`config.mk`:
```
export PLATFORM = sky130hd
export DESIGN_NAME = aurora_link_supervisor
export DESIGN_NICKNAME = d
export VERILOG_FILES = /design/src/rtl/aurora_sup_pkg.sv /design/src/rtl/aurora_sup_err_cnt.sv /design/src/rtl/aurora_link_supervisor.sv
export SDC_FILE = /design/constraint.sdc
export NUM_CORES = 1
export LEC_CHECK = 0
export BUFFER_PORTS_ARGS = -buffer_cell sky130_fd_sc_hd__buf_4
export CAP_MARGIN = 10
export CORE_MARGIN = 3
export CORE_UTILIZATION = 43
export CTS_CLUSTER_SIZE = 40
export DETAILED_ROUTE_END_ITERATION = 6
export PLACE_DENSITY_LB_ADDON = 0.05
export SYNTH_ARGS = -nofsm -noshare
export SYNTH_HDL_FRONTEND = slang
export SYNTH_SLANG_ARGS = --single-unit
```
`constraint.sdc`:
```
create_clock -name clk -period 4.9 [get_ports clk]
set_input_delay 0.98 -clock clk [delete_from_list [all_inputs] [get_ports clk]]
set_output_delay 0.98 -clock clk [all_outputs]
set_load 0.02 [all_outputs]
```
`src/rtl/aurora_sup_pkg.sv`:
```
// +----------------------------------------------------------------------+
// | aurora_sup_pkg : shared FSM state type and timer sizing helper        |
// | Rev 1.0                                                              |
// +----------------------------------------------------------------------+
`default_nettype none

package aurora_sup_pkg;

  typedef enum logic [2:0] {
    ST_IDLE     = 3'd0,
    ST_PMA_INIT = 3'd1,
    ST_RESET_PB = 3'd2,
    ST_WAIT_UP  = 3'd3,
    ST_READY    = 3'd4,
    ST_FAIL     = 3'd5
  } state_t;

  // One spare bit above the largest tick count keeps the terminal compare in range.
  function automatic int timer_width(input int a, input int b, input int c);
    int m;
    m = a;
    if (b > m) m = b;
    if (c > m) m = c;
    return $clog2(m) + 1;
  endfunction

endpackage

`default_nettype wire

```
`src/rtl/aurora_sup_err_cnt.sv`:
```
// +----------------------------------------------------------------------+
// | aurora_sup_err_cnt : saturating event counter with clear priority     |
// | Rev 1.0                                                              |
// +----------------------------------------------------------------------+
`default_nettype none

module aurora_sup_err_cnt #(
  parameter int W = 16
) (
  input  logic         clk,
  input  logic         reset,
  input  logic         en,
  input  logic         inc,
  input  logic         clr,
  output logic [W-1:0] cnt
);

  logic [W-1:0] cnt_q;
  logic [W-1:0] cnt_d;

  always_comb begin
    cnt_d = cnt_q;
    if (clr) begin
      cnt_d = '0;
    end else if (en && inc && (cnt_q != {W{1'b1}})) begin
      cnt_d = cnt_q + 1'b1;
    end
  end

  always_ff @(posedge clk or posedge reset) begin
    if (reset) begin
      cnt_q <= '0;
    end else begin
      cnt_q <= cnt_d;
    end
  end

  assign cnt = cnt_q;

endmodule

`default_nettype wire

```
`src/rtl/aurora_link_supervisor.sv`:
```
// +----------------------------------------------------------------------+
// | aurora_link_supervisor : Aurora reset sequencing, link watch, retries |
// | Rev 1.0                                                              |
// +----------------------------------------------------------------------+
`default_nettype none

module aurora_link_supervisor
  import aurora_sup_pkg::*;
#(
  parameter int CH_CNT         = 3,
  parameter int LANE_CNT       = 2,
  parameter int PMA_INIT_TICKS = 1024,
  parameter int RESET_PB_TICKS = 128,
  parameter int UP_TIMEOUT     = 1048576,
  parameter int RETRY_MAX      = 7,
  parameter int ERR_CNT_W      = 16
) (
  input  logic                                 clk,
  input  logic                                 reset,
  input  logic                                 enable,
  input  logic [CH_CNT-1:0]                    channel_up,
  input  logic [CH_CNT-1:0][LANE_CNT-1:0]      lane_up,
  input  logic [CH_CNT-1:0]                    hard_err,
  input  logic [CH_CNT-1:0]                    soft_err,
  input  logic                                 err_clear,
  output logic                                 pma_init,
  output logic                                 reset_pb,
  output logic                                 link_ready,
  output logic                                 link_fail,
  output logic [2:0]                           state,
  output logic [7:0]                           retry_cnt,
  output logic                                 lanes_up,
  output logic [CH_CNT-1:0][ERR_CNT_W-1:0]     soft_err_cnt,
  output logic [CH_CNT-1:0][ERR_CNT_W-1:0]     hard_err_cnt
);

  localparam int              c_tmr_w    = timer_width(PMA_INIT_TICKS, RESET_PB_TICKS, UP_TIMEOUT);
  localparam logic [c_tmr_w-1:0] c_pma_last = c_tmr_w'(PMA_INIT_TICKS - 1);
  localparam logic [c_tmr_w-1:0] c_rpb_last = c_tmr_w'(RESET_PB_TICKS - 1);
  localparam logic [c_tmr_w-1:0] c_up_last  = c_tmr_w'(UP_TIMEOUT - 1);

  state_t               state_q, state_d;
  logic [c_tmr_w-1:0]   timer_q, timer_d;
  logic [7:0]           retry_q, retry_d;
  logic                 pma_init_q, reset_pb_q, link_ready_q, link_fail_q, lanes_up_q;
  logic                 w_retry;
  logic                 w_cnt_en;

  always_comb begin
    state_d = state_q;
    retry_d = retry_q;
    timer_d = timer_q;
    w_retry = 1'b0;
    case (state_q)
      ST_IDLE: state_d = ST_PMA_INIT;
      ST_PMA_INIT: begin
        timer_d = timer_q + 1'b1;
        if (timer_q == c_pma_last) state_d = ST_RESET_PB;
      end
      ST_RESET_PB: begin
        timer_d = timer_q + 1'b1;
        if (timer_q == c_rpb_last) state_d = ST_WAIT_UP;
      end
      ST_WAIT_UP: begin
        timer_d = timer_q + 1'b1;
        // A hard error in the same cycle as full link-up still forces a retry.
        if (|hard_err)                 w_retry = 1'b1;
        else if (&channel_up)          state_d = ST_READY;
        else if (timer_q == c_up_last) w_retry = 1'b1;
      end
      ST_READY: begin
        if (!(&channel_up) || (|hard_err)) w_retry = 1'b1;
      end
      ST_FAIL: state_d = ST_FAIL;
      default: state_d = ST_IDLE;
    endcase

    if (w_retry) begin
      if ((RETRY_MAX != 0) && (32'(retry_q) == RETRY_MAX)) begin
        state_d = ST_FAIL;
      end else begin
        state_d = ST_PMA_INIT;
        if (retry_q != 8'hFF) retry_d = retry_q + 1'b1;
      end
    end

    if (!enable)             state_d = ST_IDLE;
    if (state_d == ST_IDLE)  retry_d = '0;
    if ((state_d != state_q) || (state_d == ST_IDLE)) timer_d = '0;
  end

  // Reset/ready/fail outputs track the next state so they move with the state register.
  always_ff @(posedge clk or posedge reset) begin
    if (reset) begin
      state_q      <= ST_IDLE;
      timer_q      <= '0;
      retry_q      <= '0;
      pma_init_q   <= 1'b1;
      reset_pb_q   <= 1'b1;
      link_ready_q <= 1'b0;
      link_fail_q  <= 1'b0;
      lanes_up_q   <= 1'b0;
    end else begin
      state_q      <= state_d;
      timer_q      <= timer_d;
      retry_q      <= retry_d;
      pma_init_q   <= (state_d == ST_IDLE) || (state_d == ST_PMA_INIT) || (state_d == ST_FAIL);
      reset_pb_q   <= (state_d == ST_IDLE) || (state_d == ST_PMA_INIT) ||
                      (state_d == ST_RESET_PB) || (state_d == ST_FAIL);
      link_ready_q <= (state_d == ST_READY);
      link_fail_q  <= (state_d == ST_FAIL);
      lanes_up_q   <= &lane_up;
    end
  end

  assign w_cnt_en = (state_q == ST_WAIT_UP) || (state_q == ST_READY);

  for (genvar ch = 0; ch < CH_CNT; ch++) begin : g_ch_cnt
    aurora_sup_err_cnt #(.W(ERR_CNT_W)) u_soft (
      .clk   (clk),
      .reset (reset),
      .en    (w_cnt_en),
      .inc   (soft_err[ch]),
      .clr   (err_clear),
      .cnt   (soft_err_cnt[ch])
    );
    aurora_sup_err_cnt #(.W(ERR_CNT_W)) u_hard (
      .clk   (clk),
      .reset (reset),
      .en    (w_cnt_en),
      .inc   (hard_err[ch]),
      .clr   (err_clear),
      .cnt   (hard_err_cnt[ch])
    );
  end

  assign pma_init   = pma_init_q;
  assign reset_pb   = reset_pb_q;
  assign link_ready = link_ready_q;
  assign link_fail  = link_fail_q;
  assign state      = state_q;
  assign retry_cnt  = retry_q;
  assign lanes_up   = lanes_up_q;

endmodule

`default_nettype wire

```
==> results.yml <==
floorplan:
  die_w_um: 133
  rows: 45
  die_area_um2: 17700
  io_pins: 131
  die-height_um: 133
  start_util_pct: 44.7
  core_um2: 15500
route:
  drc: 0
  first_pass_iters: 5
  wl_per_cell_um: 15.3
  drt_iter0_drc: 279
  antenna_left: 0
  wl_um: 16700
  vias_per_cell: 5.33
  vias: 5802
critical_path:
  critPathCaptureType: "flip-flop"
  required_ps: 5160
  worstSetupPathType: "reg2reg"
  cp.arrival_ps: 3160
  r2r-start: "state[1]"
  worstPathMaxFanout: 21
  crit_start: "state[1]"
  startpoint_type: "flip-flop"
logic_synthesis:
  synthMuxAreaShare_pct: 1.30
  syn-num-nets: 760
  ys_seq_area_share_pct: 48.1
  synth_seq_cells: 133
  ys_async_sr_fraction_pct: 100
  synth_ff_type: "dfrtp_1"
  yosys.area_share.simple_pct: 27.5
  ys_warn_count: 0
  syn_area_um2: 6920
  synth_compound_gate_area_share_pct: 7.18
  synth_fa_ha_area_share_pct: 1.45
  yosys.area_share.xor_xnor_pct: 12.5
  synth_top_family_by_area: "simple AND/OR/NAND/NOR gates"
  synth_cells: 733
  avgSynthCellArea_um2: 9.44
  synth_cell_types: 56
  synth_enable_flop_cells: 0
finish:
  final_common_cell: "nor2_1"
  post_route_cells_drive_above_1_share_pct: 20.6
  nets: 891
  fillers: 1435
  final_cell_mix: "nor2_1, buf_4, dfrtp_1"
  postLayoutCoreUtil_pct: 55.9
  diodes: 0
  syn_to_final_growth_pct: 25.0
sta:
  clock_skew_ps: 6.77
  clock.fmax_mhz: 345
  slew_headroom_pct: 33.7
  finalMaxSlewViolations: 0
  holdWs_ps: 549
  setup_violations: 0
  finalCritPeriodShare_pct: 59.2
  finalHoldViolCount: 0
  tns_ps: 0
  finalCriticalPeriod_ps: 2900
  max_slew.worst_pin.slew_ps: 994
  rsz0062_at_grt: "no"
global_route:
  grt_pass1_vias: 5608
  grtUsageTotal_pct: 19.0
  grt_max_degree: 97
  grt_pass1_wl_um: 27700
  grt_overflow: 0
  antenna_found_initial: 0
cts:
  cts_buffer_depth: 2
  tritoncts: "done"
  post-cts-setup-buffers: 0
  cts_resized: 0
  clock_latency_ps: 410
  h-tree-depth: 4
  cts_num_sinks: 133
  cts.clk_slew.worst_paths_ps: 60
  root_buffer: "clkbuf_16"
  cts_buffers: 17
  hold_buffers: 0
power:
  p_comb_share_pct: 3.0
  clkPwrFrac_pct: 50.5
  sw_frac_of_total_pct: 21.5
  cellLeakagePower_nw: 3.80
  intPower_mw: 1.86
  worst_ir_drop_vdd_mv: 0.217
  switchingPower_uw: 510
  power.share.sequential_pct: 46.5
  power.density_nw_per_um2: 274
place:
  io_buffers: 130
  hpwl_um: 11700
  globalplace.congestion: 0.860
worst_hold_path:
  hold_path_class: "reg2reg"
  hp-start: "timer_q[20]"
job:
  maxCapViolCount: 0
outcome:
  status: "completed"
==> kinds of logic (layout without fill, tap and decap cells) <==
kind of cell	count (synthesis)	after routing
muxes	9	9
AOI/OAI and AO/OA	80	80
DFF	133	133
xor gates and xnor gates	99	99
adders and majority gates	8	8
and+or+nand+nor	371	371
buffers and inverters	33	177
==> cell type report <==
type	count	area (µm²)	area share (%)
Tap cell	211	264	3.05
Multi-Input combinational cell	567	3460	40.0
Clock inverter	2	12.5	0.145
Timing Repair Buffer	132	991	11.5
Inverter	13	51.3	0.593
Sequential cell	133	3330	38.5
Clock buffer	30	544	6.29
==> metrics by stage <==
| stage | instances | total power, mW | cell area [µm²] | setup slack [ps] |
|---|---|---|---|---|
| after detailed placement | 1056 | 1.20 | 8100 | 1780 |
| after floorplan | 733 | 1.17 | 6920 | 369 |
| after global routing | 1088 | 2.45 | 8650 | 1710 |
| final | 1088 | 2.37 | 8650 | 2000 |
| after CTS | 1088 | 2.40 | 8650 | 1990 |
| after global placement | 1056 | 1.19 | 8100 | 1920 |
==> power by group through the flow <==
stage	Combinational, mW	Clock (mW)	Sequential (mW)
global route	0.0801	1.27	1.10
detailed placement	0.0735	0	1.12
global placement	0.0719	0	1.12
finish	0.0704	1.20	1.10
floorplan	0.0446	0	1.12
CTS	0.0735	1.22	1.10
==> sequential cells by signal, summed over array words and instances (netlist names) <==
register	flops
reset_pb	1
g_ch_cnt.u_hard.cnt	48
lanes_up	1
timer_q	21
retry_cnt	8
g_ch_cnt.u_soft.cnt	48
state	3
link_fail	1
pma_init	1
link_ready	1
==> path summary, 6_finish.rpt <==
| check | endpoint | depth (start not counted) | slack, ps |
|---|---|---|---|
| worst max-delay path | timer_q[18] | 6 | 2000 |
| worst min-delay path | timer_q[20] | 2 | 550 |
| worst max register to register | timer_q[18] | 6 | 2000 |
| worst min register to register | timer_q[20] | 2 | 550 |
| max in group asynchronous | pma_init | 3 | 3170 |
| min in group asynchronous | timer_q[1] | 2 | 700 |
==> layer usage <==
metal | GRT usage, % | vias up | share of wire [%]
met5 | 0 | - | 0
met4 | 6.99 | 0 | 1.8
met3 | 5.48 | 24 | 5.8
met2 | 29.4 | 133 | 46
met1 | 25.6 | 2820 | 46
li1 | - | 2825 | -
==> cells in the mapped netlist (all sizes together) (9+ instances only) <==
cell / count / area (µm²)
o21ai: 30 / 150
nor3: 11 / 55.1
xnor2: 44 / 385
inv: 13 / 48.8
mux2i: 9 / 90.1
xor2: 55 / 482
nor2: 140 / 528
or3: 19 / 119
nand3: 47 / 235
dfrtp: 131 / 3280
nand2: 53 / 199
clkbuf: 15 / 56.3
nand4: 35 / 234
nor4: 14 / 134
and3: 11 / 68.8
and4: 15 / 134
a21oi: 30 / 154
==> critical path, cell delays in order, from the launching register on <==
cell	delay [ps]
dfrtp_1	670
and3b_1	470
nand3_1	230
nor4_4	290
nor2_2	130
o2111ai_2	820
nor2_1	120
No activity file was read; power rests on OpenSTA's default activity.
